File: src/rtl/gf180mcu_ocd_io__pwr_seq.sv
// Pad-ring power-up sequencer: debounces the pad and core supply-good flags,
// releases pad output enable and then core reset, and latches a fault on supply loss.
module gf180mcu_ocd_io__pwr_seq #(
  parameter int DEB_CYCLES    = 4,
  parameter int SETTLE_CYCLES = 8
) (
  input  logic       clk,
  input  logic       rst,
  input  logic       dvdd_ok,
  input  logic       vdd_ok,
  input  logic       clr,
  output logic       io_oe_en,
  output logic       core_rstn,
  output logic       pwr_good,
  output logic       fault,
  output logic [2:0] state
);

  localparam int MAX_CYCLES = (DEB_CYCLES > SETTLE_CYCLES) ? DEB_CYCLES : SETTLE_CYCLES;
  localparam int CNT_W      = $clog2(MAX_CYCLES + 1);

  localparam logic [CNT_W-1:0] DEB_LAST    = CNT_W'(DEB_CYCLES - 1);
  localparam logic [CNT_W-1:0] SETTLE_LAST = CNT_W'(SETTLE_CYCLES - 1);

  typedef enum logic [2:0] {
    ST_IDLE  = 3'd0,
    ST_DEB_D = 3'd1,
    ST_DEB_V = 3'd2,
    ST_IO_EN = 3'd3,
    ST_RUN   = 3'd4,
    ST_FAULT = 3'd5
  } state_t;

  state_t           state_q, state_d;
  logic [CNT_W-1:0] timer_q, timer_d, timer_inc;
  logic             dvdd_m, dvdd_s, vdd_m, vdd_s;
  logic             supply_lost;

  // Supply flags arrive asynchronously from the ring detectors, so each passes a 2-flop synchronizer
  always_ff @(posedge clk) begin
    if (rst) begin
      dvdd_m  <= 1'b0;
      dvdd_s  <= 1'b0;
      vdd_m   <= 1'b0;
      vdd_s   <= 1'b0;
      state_q <= ST_IDLE;
      timer_q <= '0;
    end else begin
      dvdd_m  <= dvdd_ok;
      dvdd_s  <= dvdd_m;
      vdd_m   <= vdd_ok;
      vdd_s   <= vdd_m;
      state_q <= state_d;
      timer_q <= timer_d;
    end
  end

  assign timer_inc   = (timer_q == '1) ? timer_q : timer_q + 1'b1;
  assign supply_lost = !dvdd_s || !vdd_s;

  // Timer defaults to zero, so any state change or non-counting state clears it
  always_comb begin
    state_d   = state_q;
    timer_d   = '0;
    io_oe_en  = 1'b0;
    core_rstn = 1'b0;
    pwr_good  = 1'b0;
    fault     = 1'b0;
    case (state_q)
      ST_IDLE: begin
        if (dvdd_s) state_d = ST_DEB_D;
      end
      ST_DEB_D: begin
        if (!dvdd_s)                state_d = ST_IDLE;
        else if (timer_q == DEB_LAST) state_d = ST_DEB_V;
        else                        timer_d = timer_inc;
      end
      ST_DEB_V: begin
        if (!dvdd_s)                  state_d = ST_IDLE;
        else if (!vdd_s)              timer_d = '0;
        else if (timer_q == DEB_LAST) state_d = ST_IO_EN;
        else                          timer_d = timer_inc;
      end
      ST_IO_EN: begin
        io_oe_en = 1'b1;
        if (supply_lost)                 state_d = ST_FAULT;
        else if (timer_q == SETTLE_LAST) state_d = ST_RUN;
        else                             timer_d = timer_inc;
      end
      ST_RUN: begin
        io_oe_en  = 1'b1;
        core_rstn = 1'b1;
        pwr_good  = 1'b1;
        if (supply_lost) state_d = ST_FAULT;
      end
      ST_FAULT: begin
        fault = 1'b1;
        if (clr && !dvdd_s && !vdd_s) state_d = ST_IDLE;
      end
      default: state_d = ST_FAULT;
    endcase
  end

  assign state = state_q;

endmodule

File: config.mk
export PLATFORM = sky130hd
export DESIGN_NAME = gf180mcu_ocd_io__pwr_seq
export DESIGN_NICKNAME = d
export VERILOG_FILES = /design/src/rtl/gf180mcu_ocd_io__pwr_seq.sv
export SDC_FILE = /design/constraint.sdc
export NUM_CORES = 1
export LEC_CHECK = 0
export CAP_MARGIN = 10
export CORE_MARGIN = 3
export CORE_UTILIZATION = 39
export CTS_BUF_LIST = sky130_fd_sc_hd__clkbuf_8
export CTS_CLUSTER_DIAMETER = 200
export DETAILED_ROUTE_END_ITERATION = 16
export PLACE_DENSITY = 0.66
export SYNTH_ARGS = -nofsm -noshare
export SYNTH_HDL_FRONTEND = slang
export SYNTH_SLANG_ARGS = --single-unit
File: constraint.sdc
create_clock -name clk -period 1.9 [get_ports clk]
set_clock_uncertainty 0.1 [all_clocks]
set_input_delay 0.38 -clock clk [delete_from_list [all_inputs] [get_ports clk]]
set_output_delay 0.38 -clock clk [all_outputs]
set_load 0.02 [all_outputs]
==> results_dict.tcl, run 1 <==
set metrics [dict create \
    status "complete, no violations" \
    wire_per_inst_um 12.1 \
    critPathKind "reg -> out" \
    vias 557 \
    synth-seq-cells 11 \
    synthTopCellsByArea "dfxtp_1 35%, nor2b_1 6.0%, nor2_1 4.2%" \
    grt_pass1_wl_um 2200 \
    antenna_found_initial 0 \
    ir_drop_uv 439 \
    place_area_um2 788 \
    final_common_cell "dfxtp_1" \
    finalSetupTns_ns 0 \
    start_util 0.445 \
    cts.sinks 11 \
    cts_buffer_depth 2 \
    io_buffer_count 11 \
    post_cts_buffers 0 \
    antenna_cells 0 \
    postCtsHoldBufs 0 \
    io_pins 12 \
    area_delta_synth_final_pct 32.3 \
    core_um2 1400 \
    maxCapViolations 0 \
    fin_util 0.589 \
    r2r_cells 5 \
    hold_depth 1 \
    cts_buffers 3 \
    hpwl_um 954 \
    synthFlopType "dfxtp_1" \
    hold_class "reg -> reg" \
    die_w_um 46.0 \
    finalCriticalPeriod_ns 1.85 \
    die_area_um2 2110 \
    finalHoldViolCount 0 \
    cts-root-buf "clkbuf_8" \
    syn-num-nets 75 \
    yosys_warnings 0 \
    fin_nets 96 \
    dr.first_iter.drc_count 5 \
    p_per_area_nw_per_um2 618 \
    vias_per_cell 5.36 \
    worst_setup_path_start_kind "flop" \
    setup_viol 0 \
    grt_pass1_vias 514 \
    multi_input_comb_area_um2 364 \
    dr.pass1.iters 4 \
    fmax_mhz 542 \
    endpoint_kind "output port" \
    num_rows 13 \
    synth.distinct_cells 34 \
    synth_largest_area_cell "dfxtp_1" \
    track_usage 0.150 \
    pre_cts_ws_ns 0.0296 \
    rsz0062_at_grt "false" \
    wl_um 1260 \
    final_cell_area_um2 825 \
    cts_tree "built" \
    avgSynthCellArea_um2 9.03 \
    crit_fanout 11 \
    fp.dieH_um 46.0 \
    yosysSeqAreaShare 0.353 \
    worstMarginPinSlew_ns 0.359 \
    yosysTopAreaCellShare 0.353 \
    cp.required_ns 1.42 \
    maxSlewHeadroom 0.760 \
    cts-htree-levels 1 \
    async_flop_share 0 \
    grt-ovfl-total 0 \
    insertion_delay_ns 0.24 \
    layout-drive-gt1-share 0.236 \
    synth_area_um2 623 \
    synth_edf_count 0 \
    finalCritPeriodShare 0.971 \
    fillers 128 \
    ant_nets 0 \
    synthesis.instances 69 \
    cts-resized-gates 4 \
    final_cell_mix "11 x dfxtp_1, 8 x buf_4, 7 x nor2_1, 7 x clkdlybuf4s50_1, 6 x nor2b_1" \
    finalWorstSetupSlack_ns 0.0549 \
    finalMaxSlewViolations 0 \
    drcViolationCount 0 \
    clk_pin_slew_ns 0.05 \
    gp_congestion 0.809 \
    critPathArrivalTime_ns 1.37 \
    grt_max_degree 12 \
    leakage_nw 0.329 \
    seq_area_um2 220 \
]
-- final timing paths --
kind | from | to | slack (ns)
min reg2reg | vdd_m$_SDFF_PP0_ | vdd_s$_SDFF_PP0_ | 0.34
max | state[0]$_SDFFE_PP0P_ | state[0] | 0.05
min | vdd_m$_SDFF_PP0_ | vdd_s$_SDFF_PP0_ | 0.34
max reg2reg | timer_q[0]$_SDFF_PP0_ | state[0]$_SDFFE_PP0P_ | 0.13
-- cell families after synthesis --
kind of cell | after synthesis | synth area share
simple gates | 30 | 0.285
compound gates | 16 | 0.209
flops | 11 | 0.353
buf+inv | 7 | 0.0623
mux | 3 | 0.0562
xor+xnor | 1 | 0.0141
fa+ha+maj | 1 | 0.0201
-- final cells by class --
cell class / count / share of cell area
multi-input cells: 51 / 0.442
inverters: 4 / 0.0182
flip-flops and latches: 11 / 0.267
clock buffers: 3 / 0.0501
clock inverters: 1 / 0.00455
well taps: 15 / 0.0228
repair buffers: 19 / 0.196
-- worst max-delay path: stages (launching register included) --
cell and delay, ns:
dfxtp_1 0.33, buf_4 0.18, clkdlybuf4s50_1 0.62
-- synth_stat cells (all sizes together) (2+ instances only) --
library cell and instances:
inv 4, mux2i 2, dfxtp 11, buf 3, nand2 3, o21ai 3
nand3 3, nor2 8, and2 2, a21oi 4, or3 3, nor2b 6
-- metrics by stage --
step / hold slack (ns) / total power [mW] / instances
finish: 0.342 / 0.510 / 104
global route: 0.364 / 0.529 / 104
CTS: 0.351 / 0.513 / 104
detailed placement: 0.334 / 0.285 / 100
global placement: 0.334 / 0.285 / 100
floorplan: 0.314 / 0.264 / 69
-- state kept, by name, summed over array words and instances, names as in the netlist, named ones only --
register and flops:
dvdd_s 1, state 2, dvdd_m 1, vdd_s 1
timer_q 4, vdd_m 1
-- power by group --
part / switching [mW] / internal (mW) / total [mW] / leakage, nW
clock: 0.0873 / 0.142 / 0.229 / 0.0269
combinational: 0.0179 / 0.0225 / 0.0404 / 0.213
sequential: 0.00372 / 0.237 / 0.240 / 0.0896
total: 0.109 / 0.401 / 0.510 / 0.329
-- layer usage --
metal  up-vias  track usage  share of wire
met3         4       0.0474          0.051
met1       255        0.192           0.49
met5         -            0              0
li1        287            -              -
met4         0        0.102          0.027
met2        11        0.209           0.44
No activity file was read; power rests on OpenSTA's default activity.
==> run 2: changes to the inputs <==
MAX_ROUTING_LAYER = met4   (was not set)
==> run 2 against run 1 <==
  * Clock power is essentially flat
  * Critical path depth did not move
  * Setup slack got worse by 0.00097 ns
  * Clock-buffer cell count stayed put
  * First-iteration DRC count grew 120%
  * Sequential cell count did not move
  * Sequential share of layout area did not move
  * Routed wire length is 0.56% higher
  * Die area is the same
  * Design area unchanged
  * Sequential power about the same
  * Largest power group unchanged
  * Highest routed layer unchanged
==> results_dict.tcl, run 2 (synthesized netlist as in run 1, its figures left out) <==
set metrics [dict create \
    maxSlewHeadroom 0.760 \
    grt_pass1_wl_um 2200 \
    fin_nets 96 \
    holdWs_ns 0.343 \
    status "complete, no violations" \
    p_total_uw 509 \
    finalSetupTns_ns 0 \
    finalCriticalPeriod_ns 1.85 \
    stdcell_count 104 \
    finalMaxSlewViolations 0 \
    die_w_um 46.0 \
    io_buffer_count 11 \
    switchingPower_uw 108 \
    worstReg2RegEnd "state[0]$_SDFFE_PP0P_" \
    hold_class "reg -> reg" \
    ir_drop_uv 437 \
    worst_setup_path_start_kind "flop" \
    core_um2 1400 \
    fillers 128 \
    finalCritPeriodShare 0.972 \
    final_common_cell "dfxtp_1" \
    cts.sinks 11 \
    track_usage 0.154 \
    dp_cells 100 \
    hp-start "vdd_m$_SDFF_PP0_" \
    rsz0062_at_grt "false" \
    dr.first_iter.drc_count 11 \
    switching_share 0.213 \
    drcViolationCount 0 \
    insertion_delay_ns 0.24 \
    layout-drive-gt1-share 0.236 \
    hold_depth 1 \
    fmax_mhz 542 \
    clk_pin_slew_ns 0.05 \
    setup_viol 0 \
    worstMarginPinSlew_ns 0.359 \
    min_to "vdd_s$_SDFF_PP0_" \
    grt_max_degree 12 \
    die_area_um2 2110 \
    reg2reg_setup_slack_ns 0.13 \
    crit_fanout 11 \
    cp.required_ns 1.42 \
    place_area_um2 788 \
    dr.pass1.iters 4 \
    antenna_cells 0 \
    io_pins 12 \
    p_per_area_nw_per_um2 618 \
    start_util 0.445 \
    pwr-share-clk 0.448 \
    final_cell_area_um2 825 \
    fp.dieH_um 46.0 \
    maxCapViolations 0 \
    fin_util 0.589 \
    vias 556 \
    critPathKind "reg -> out" \
    cts-htree-levels 1 \
    cts-root-buf "clkbuf_8" \
    cts_buffers 3 \
    antenna_found_initial 0 \
    final_cell_mix "11 x dfxtp_1, 8 x buf_4, 7 x nor2_1, 7 x clkdlybuf4s50_1, 6 x nor2b_1" \
    vias_per_cell 5.35 \
    finalWorstSetupSlack_ns 0.0539 \
    r2r_cells 5 \
    intPower_uw 401 \
    leakage_nw 0.329 \
    hpwl_um 954 \
    area_delta_synth_final_pct 32.3 \
    grt-ovfl-total 0 \
    wire_per_inst_um 12.1 \
    wl_um 1260 \
    cts_tree "built" \
    gp_congestion 0.820 \
    largest_reg_flops 4 \
    finalHoldViolCount 0 \
    critPathArrivalTime_ns 1.37 \
    cts_buffer_depth 2 \
    postCtsHoldBufs 0 \
    endpoint_kind "output port" \
    regMostFlops "timer_q" \
    rr_startpoint "timer_q[0]$_SDFF_PP0_" \
    grt_pass1_vias 513 \
    num_rows 13 \
    pre_cts_ws_ns 0.0296 \
    power_frac_seq 0.472 \
    p_comb_frac 0.080 \
    ant_nets 0 \
]
==> run 2: power by group through the flow <==
stage | clock, mW | combinational, mW | sequential, mW
6_report | 0.228 | 0.0406 | 0.240
5_1_grt | 0.243 | 0.0455 | 0.240
4_1_cts | 0.232 | 0.0410 | 0.240
3_5_place_dp | 0 | 0.0407 | 0.245
3_3_place_gp | 0 | 0.0404 | 0.245
2_1_floorplan | 0 | 0.0186 | 0.246
==> run 2: worst max-delay path by stage <==
stage                               start  cells past startpoint               endpoint  slack (ns)
finish              state[0]$_SDFFE_PP0P_                      2               state[0]        0.05
detailed placement  state[0]$_SDFFE_PP0P_                      4               io_oe_en        0.03
floorplan           state[0]$_SDFFE_PP0P_                      4  state[0]$_SDFFE_PP0P_        0.16
CTS                 state[0]$_SDFFE_PP0P_                      2               state[0]        0.05
global placement    state[0]$_SDFFE_PP0P_                      4               io_oe_en        0.03
global route        state[0]$_SDFFE_PP0P_                      2               state[0]       0.004
==> run 2: layout make-up <==
class | count | area [µm²] | share of cell area
clock buffer | 3 | 41.3 | 0.0501
sequential | 11 | 220 | 0.267
timing repair buffer | 19 | 161 | 0.196
inverter | 4 | 15.0 | 0.0182
tap | 15 | 18.8 | 0.0228
multi-input combinational | 51 | 364 | 0.442
clock inverter | 1 | 3.75 | 0.00455
==> run 2: metal layers <==
layer	GRT usage	share of wire	vias up
li1	-	-	287
met2	0.209	0.43	11
met1	0.192	0.50	254
met3	0.0474	0.051	4
met5	-	0	-
met4	0.102	0.027	0
==> run 2: timing repair <==
action / 4_1_cts / 5_1_grt
pin swaps: 0 / 0
buffers inserted: 0 / 0
gates resized for setup: 4 / 3
endpoints found under the setup margin: 4 / 1
==> run 2: worst max-delay path, cell delays in order, from the launching register on <==
cell,delay [ns]
dfxtp_1,0.33
buf_4,0.18
clkdlybuf4s50_1,0.62
==> variant 1 (config.mk and constraints of run 2) <==
Change the parameter `DEB_CYCLES` from 4 to 8.
--- a/src/rtl/gf180mcu_ocd_io__pwr_seq.sv
+++ b/src/rtl/gf180mcu_ocd_io__pwr_seq.sv
@@ -1,7 +1,7 @@
 // Pad-ring power-up sequencer: debounces the pad and core supply-good flags,
 // releases pad output enable and then core reset, and latches a fault on supply loss.
 module gf180mcu_ocd_io__pwr_seq #(
-  parameter int DEB_CYCLES    = 4,
+  parameter int DEB_CYCLES    = 8,
   parameter int SETTLE_CYCLES = 8
 ) (
   input  logic       clk,
Behaviour: not the same (a bounded check fails within 10 cycles, from zero or initial values and one cycle with rst high).
==> variant 1 against run 2 <==
Wire length decreased by 19%. Area after synthesis decreased by 14%. Cell area decreased by 13%. Power decreased by 2.4%. Non-clock buffer count decreased by 5. Largest power group unchanged. Highest routed layer unchanged. Largest cell class unchanged. Clock power decreased by 3%. Worst setup slack improved by 0.032 ns. Sequential cell count unchanged. Combinational power decreased by 15%.
==> variant 1: results (changes against run 2) <==
number of global-route vias before repair: 412 (-20%)
maximum buffer depth of the clock tree: 2 (unchanged)
TritonRoute pass-1 iters: 4 (unchanged)
largest stage delay on the critical path: 0.60 ns (-0.02 ns)
register bank with the most flops: timer_q
initial antenna violation count: 0 (unchanged)
minimum setup slack after placement: 0.0463 ns (+0.0167 ns)
count of warnings emitted by yosys: 0 (unchanged)
top cells by area in the synthesized netlist: sky130_fd_sc_hd__dfxtp_1, sky130_fd_sc_hd__nor2b_1, sky130_fd_sc_hd__nor2_1, sky130_fd_sc_hd__o21ai_0, sky130_fd_sc_hd__nand2b_1
number of hold violations in the final report: 0 (unchanged)
first-pass GRT wire length: 1800 um (-18%)
Overall Global Routing Usage: 13.0% (-2.4 points)
clock latency at the later pin of the worst-skew pair: 0.23 ns
transition time at the pin with the least slew margin: 0.228 ns (-0.132 ns)
number of nets in the final layout: 84 (-13%)
commonest register cell after synthesis: sky130_fd_sc_hd__dfxtp_1
gp weighted congestion: 0.843 (+2.8%)
post-detail-place hpwl: 762 um (-20%)
pin count of the biggest net entering global routing: 10 (-2)
async set-reset flop share out of synthesis: 0% (unchanged)
worst min-delay path class: reg -> reg
total placed instance area: 672 um^2 (-15%)
Post-CTS Repair Setup Buffers: 0 (unchanged)
sequential element share of the synthesized area: 40.9% (+5.6 points)
level count of the clock H-tree: 1 (unchanged)
DIE WIDTH: 43.1 um (-6.2%)
post-synth cell types: 29 (-15%)
maximum vdd ir drop: 0.503 mV (+15%)
WP data arrival: 1.33 ns (-0.04 ns)
net count after synthesis: 68 (-9.3%)
drt first-iter violations: 20 (+9)
detail-routed net length per standard cell: 11.2 um (-8.0%)
number of flip-flops under the largest register name: 4 (unchanged)
vias post-DR: 479 (-14%)
antenna cells: 0 (unchanged)
ranking of synthesized cells by instance count: sky130_fd_sc_hd__dfxtp_1, sky130_fd_sc_hd__nor2_1, sky130_fd_sc_hd__nor2b_1, sky130_fd_sc_hd__nand2_1, sky130_fd_sc_hd__o21ai_0
critical-path maximum fanout: 9 (-2)
reported leakage power: 0.000308 uW (-6.3%)
CTS Root Cell: sky130_fd_sc_hd__clkbuf_8
CTS buffer count: 3 (unchanged)
run status: finished clean
share of cells above drive strength 1: 14.3% (-9.3 points)
input/output buffers: 11 (unchanged)
clock edge transition at the registers on the reported setup and hold paths: 0.05 ns (about the same)
slowest stage cell on the critical path: sky130_fd_sc_hd__clkdlybuf4s50_1
-- variant 1: what timing repair did --
item / 4_1_cts / 5_1_grt
endpoints found under the setup margin: 5 / 2
resized for setup: 5 / 2
endpoints found under the hold margin: 0 / 0
cloned: 0 / 0
hold buffers: 0 / 0
-- variant 1: worst paths after layout --
| path | from | to | slack (ns) | cells after the start |
|---|---|---|---|---|
| max | state[1]$_SDFFE_PP0P_ | state[1] | 0.09 | 2 |
| max reg2reg | timer_q[0]$_SDFF_PP0_ | flop | 0.13 | 5 |
| min reg2reg | dvdd_m$_SDFF_PP0_ | dvdd_s$_SDFF_PP0_ | 0.33 | 1 |
| min | dvdd_m$_SDFF_PP0_ | dvdd_s$_SDFF_PP0_ | 0.33 | 1 |
-- variant 1: kinds of logic (layout without fill, tap and decap cells) --
group	Yosys count	count (layout)	share of synthesized area [%]
adders and majority gates	1	1	2.33
and+or+nand+nor	30	30	32.3
buffers and inverters	5	20	4.42
DFF	11	11	40.9
xor gates and xnor gates	2	2	3.26
AOI/OAI and AO/OA	12	12	14.9
muxes	1	1	1.86
-- variant 1: critical path, delay by kind of cell, from the launching register on --
family	cells	cell delay, ns
buffers and inverters	2	0.76
DFF	1	0.34
-- variant 1: final cells by class --
cell class / instances / area, um^2
clock buffer: 3 / 41.3
clock inverter: 1 / 3.75
fill: 121 / 480
inverter: 2 / 7.51
multi-input combinational: 46 / 294
sequential: 11 / 223
tap: 14 / 17.5
timing repair buffer: 14 / 134
-- variant 1: metal layers --
| metal | part of all wire (%) | wire length (um) | vias to the layer above | track usage [%] |
|---|---|---|---|---|
| li1 | - | - | 247 | - |
| met1 | 50 | 512 | 215 | 17.9 |
| met2 | 41 | 421 | 13 | 16.5 |
| met3 | 6.4 | 65 | 4 | 3.81 |
| met4 | 1.8 | 18 | 0 | 7.23 |
| met5 | 0 | 0 | - | - |
-- variant 1: power breakdown --
part	total [uW]	leakage, uW	switching (uW)	internal (uW)
clock	221	0.0000269	79.5	141
combinational	34.5	0.000191	14.6	20.0
sequential	242	0.0000905	4.95	237
total	497	0.000308	99.0	398
-- variant 1: metrics by stage --
| stage | hold slack (ns) | total power (uW) | std cells |
|---|---|---|---|
| after global routing | 0.364 | 523 | 91 |
| after CTS | 0.340 | 507 | 91 |
| after detailed placement | 0.328 | 281 | 87 |
| after global placement | 0.316 | 281 | 87 |
| after floorplan | 0.314 | 262 | 62 |
| final | 0.331 | 497 | 91 |
==> variant 2 (config.mk and constraints of run 2) <==
Without the edit above. Reset style: asynchronous (`rst`), changed in one clocked block.
--- a/src/rtl/gf180mcu_ocd_io__pwr_seq.sv
+++ b/src/rtl/gf180mcu_ocd_io__pwr_seq.sv
@@ -37,7 +37,7 @@
   logic             supply_lost;
 
   // Supply flags arrive asynchronously from the ring detectors, so each passes a 2-flop synchronizer
-  always_ff @(posedge clk) begin
+  always_ff @(posedge clk or posedge rst) begin
     if (rst) begin
       dvdd_m  <= 1'b0;
       dvdd_s  <= 1'b0;
Behaviour: differs if rst is asserted again (counterexample within 4 cycles, from zero or initial values and one cycle with rst high); with rst held inactive, the same outputs for 10 cycles.
==> variant 2 against run 2 <==
Sequential cell count unchanged. Via count down 5.6%. Worst hold slack got worse by 0.085 ns. Cell area is the same. Wire length down 7.6%. Maximum frequency rose by 0.25%. Synthesized cell count is 4.3% lower. Worst setup slack improved by 0.0045 ns. Area after synthesis up 4.2%. Largest cell class unchanged.
Power is not compared: it rests on default switching activity, and its combinational part moved more than twofold at a synthesized area within 25%.
==> variant 2: results (changes against run 2) <==
TritonRoute pass-1 iters: 1 (-3)
Worst R2R Setup Slack: 0.18 ns (+0.05 ns)
post-synth cell types: 32 (-5.9%)
worst-case setup margin in the final layout: 0.0584 ns (+0.00454 ns)
vias post-DR: 525 (-5.6%)
met3 usage in global routing: 2.30% (-2.4 points)
routed wire length on met2: 542 um (+0.93%)
post-detail-place hpwl: 934 um (-2.1%)
destination of the worst register-to-register timing path: state[0]$_DFFE_PP0P_
detail-routed net length per standard cell: 11.9 um (-1.9%)
Synth Area in XOR/XNOR: 2.70% (+1.3 points)
run status: finished clean
met1 track demand over resource: 17.5% (-1.7 points)
ranking of synthesized cells by instance count: sky130_fd_sc_hd__dfrtp_1, sky130_fd_sc_hd__nor2_1, sky130_fd_sc_hd__inv_1, sky130_fd_sc_hd__nand2_1, sky130_fd_sc_hd__o21ai_0
number of nets in the final layout: 89 (-7.3%)
commonest register cell after synthesis: sky130_fd_sc_hd__dfrtp_1
remaining max-slew budget at the tightest pin: 73.2% (-2.8 points)
dpl cells: 94 (-6.0%)
total placed instance area: 779 um^2 (-1.1%)
share of cells above drive strength 1: 20.7% (-2.9 points)
worst min-delay path endpoint: dvdd_s$_DFF_PP0_
gp weighted congestion: 0.807 (-1.6%)
routing usage on met2: 21.4% (+0.53 points)
net count after synthesis: 72 (-4.0%)
Detailed Route WL: 1170 um (-7.6%)
r2r worst-path depth: 6 (+1)
number of global-route vias before repair: 510 (-0.58%)
critical-path maximum fanout: 8 (-3)
worst hold stages: 0 (-1)
drt first-iter violations: 0 (-11)
Overall Global Routing Usage: 14.3% (-1.1 points)
Synth Area in Adders: 1.93% (-0.081 points)
sequential element share of the synthesized area: 42.4% (+7.0 points)
detailed-routed wire length on met3: 55 um (-14%)
post-synthesis compound-gate area fraction: 23.7% (+2.8 points)
top cells by area in the synthesized netlist: sky130_fd_sc_hd__dfrtp_1, sky130_fd_sc_hd__nor2_1, sky130_fd_sc_hd__buf_6, sky130_fd_sc_hd__a31oi_4, sky130_fd_sc_hd__mux2i_1
cell count after synthesis: 66 (-4.3%)
async set-reset flop share out of synthesis: 100% (+100 points)
## variant 2: cell types whose count changed in the layout (fill, tap and decap cells not counted), sizes merged, moves of 2 or more
| cell | change |
|---|---|
| nor2b | -5 |
| nand2 | +2 |
| o21ai | +2 |
| dfrtp | +11 |
| dfxtp | -11 |
| or3 | -3 |
| a211oi | +2 |
| buf | -3 |
## variant 2: final cells by class
type / instances / area, um^2
clock inverters: 1 / 5.00
well taps: 16 / 20.0
repair buffers: 16 / 145
clock buffers: 3 / 41.3
flip-flops and latches: 11 / 277
inverters: 4 / 15.0
multi-input cells: 47 / 322
fillers: 148 / 717
## variant 2: power by group through the flow
stage | Clock (uW) | Combinational [uW] | Sequential (uW)
final | 227 | 537 | 314
after global routing | 247 | 594 | 321
after CTS | 238 | 544 | 311
after detailed placement | 0 | 561 | 315
after global placement | 0 | 559 | 313
after floorplan | 0 | 388 | 329
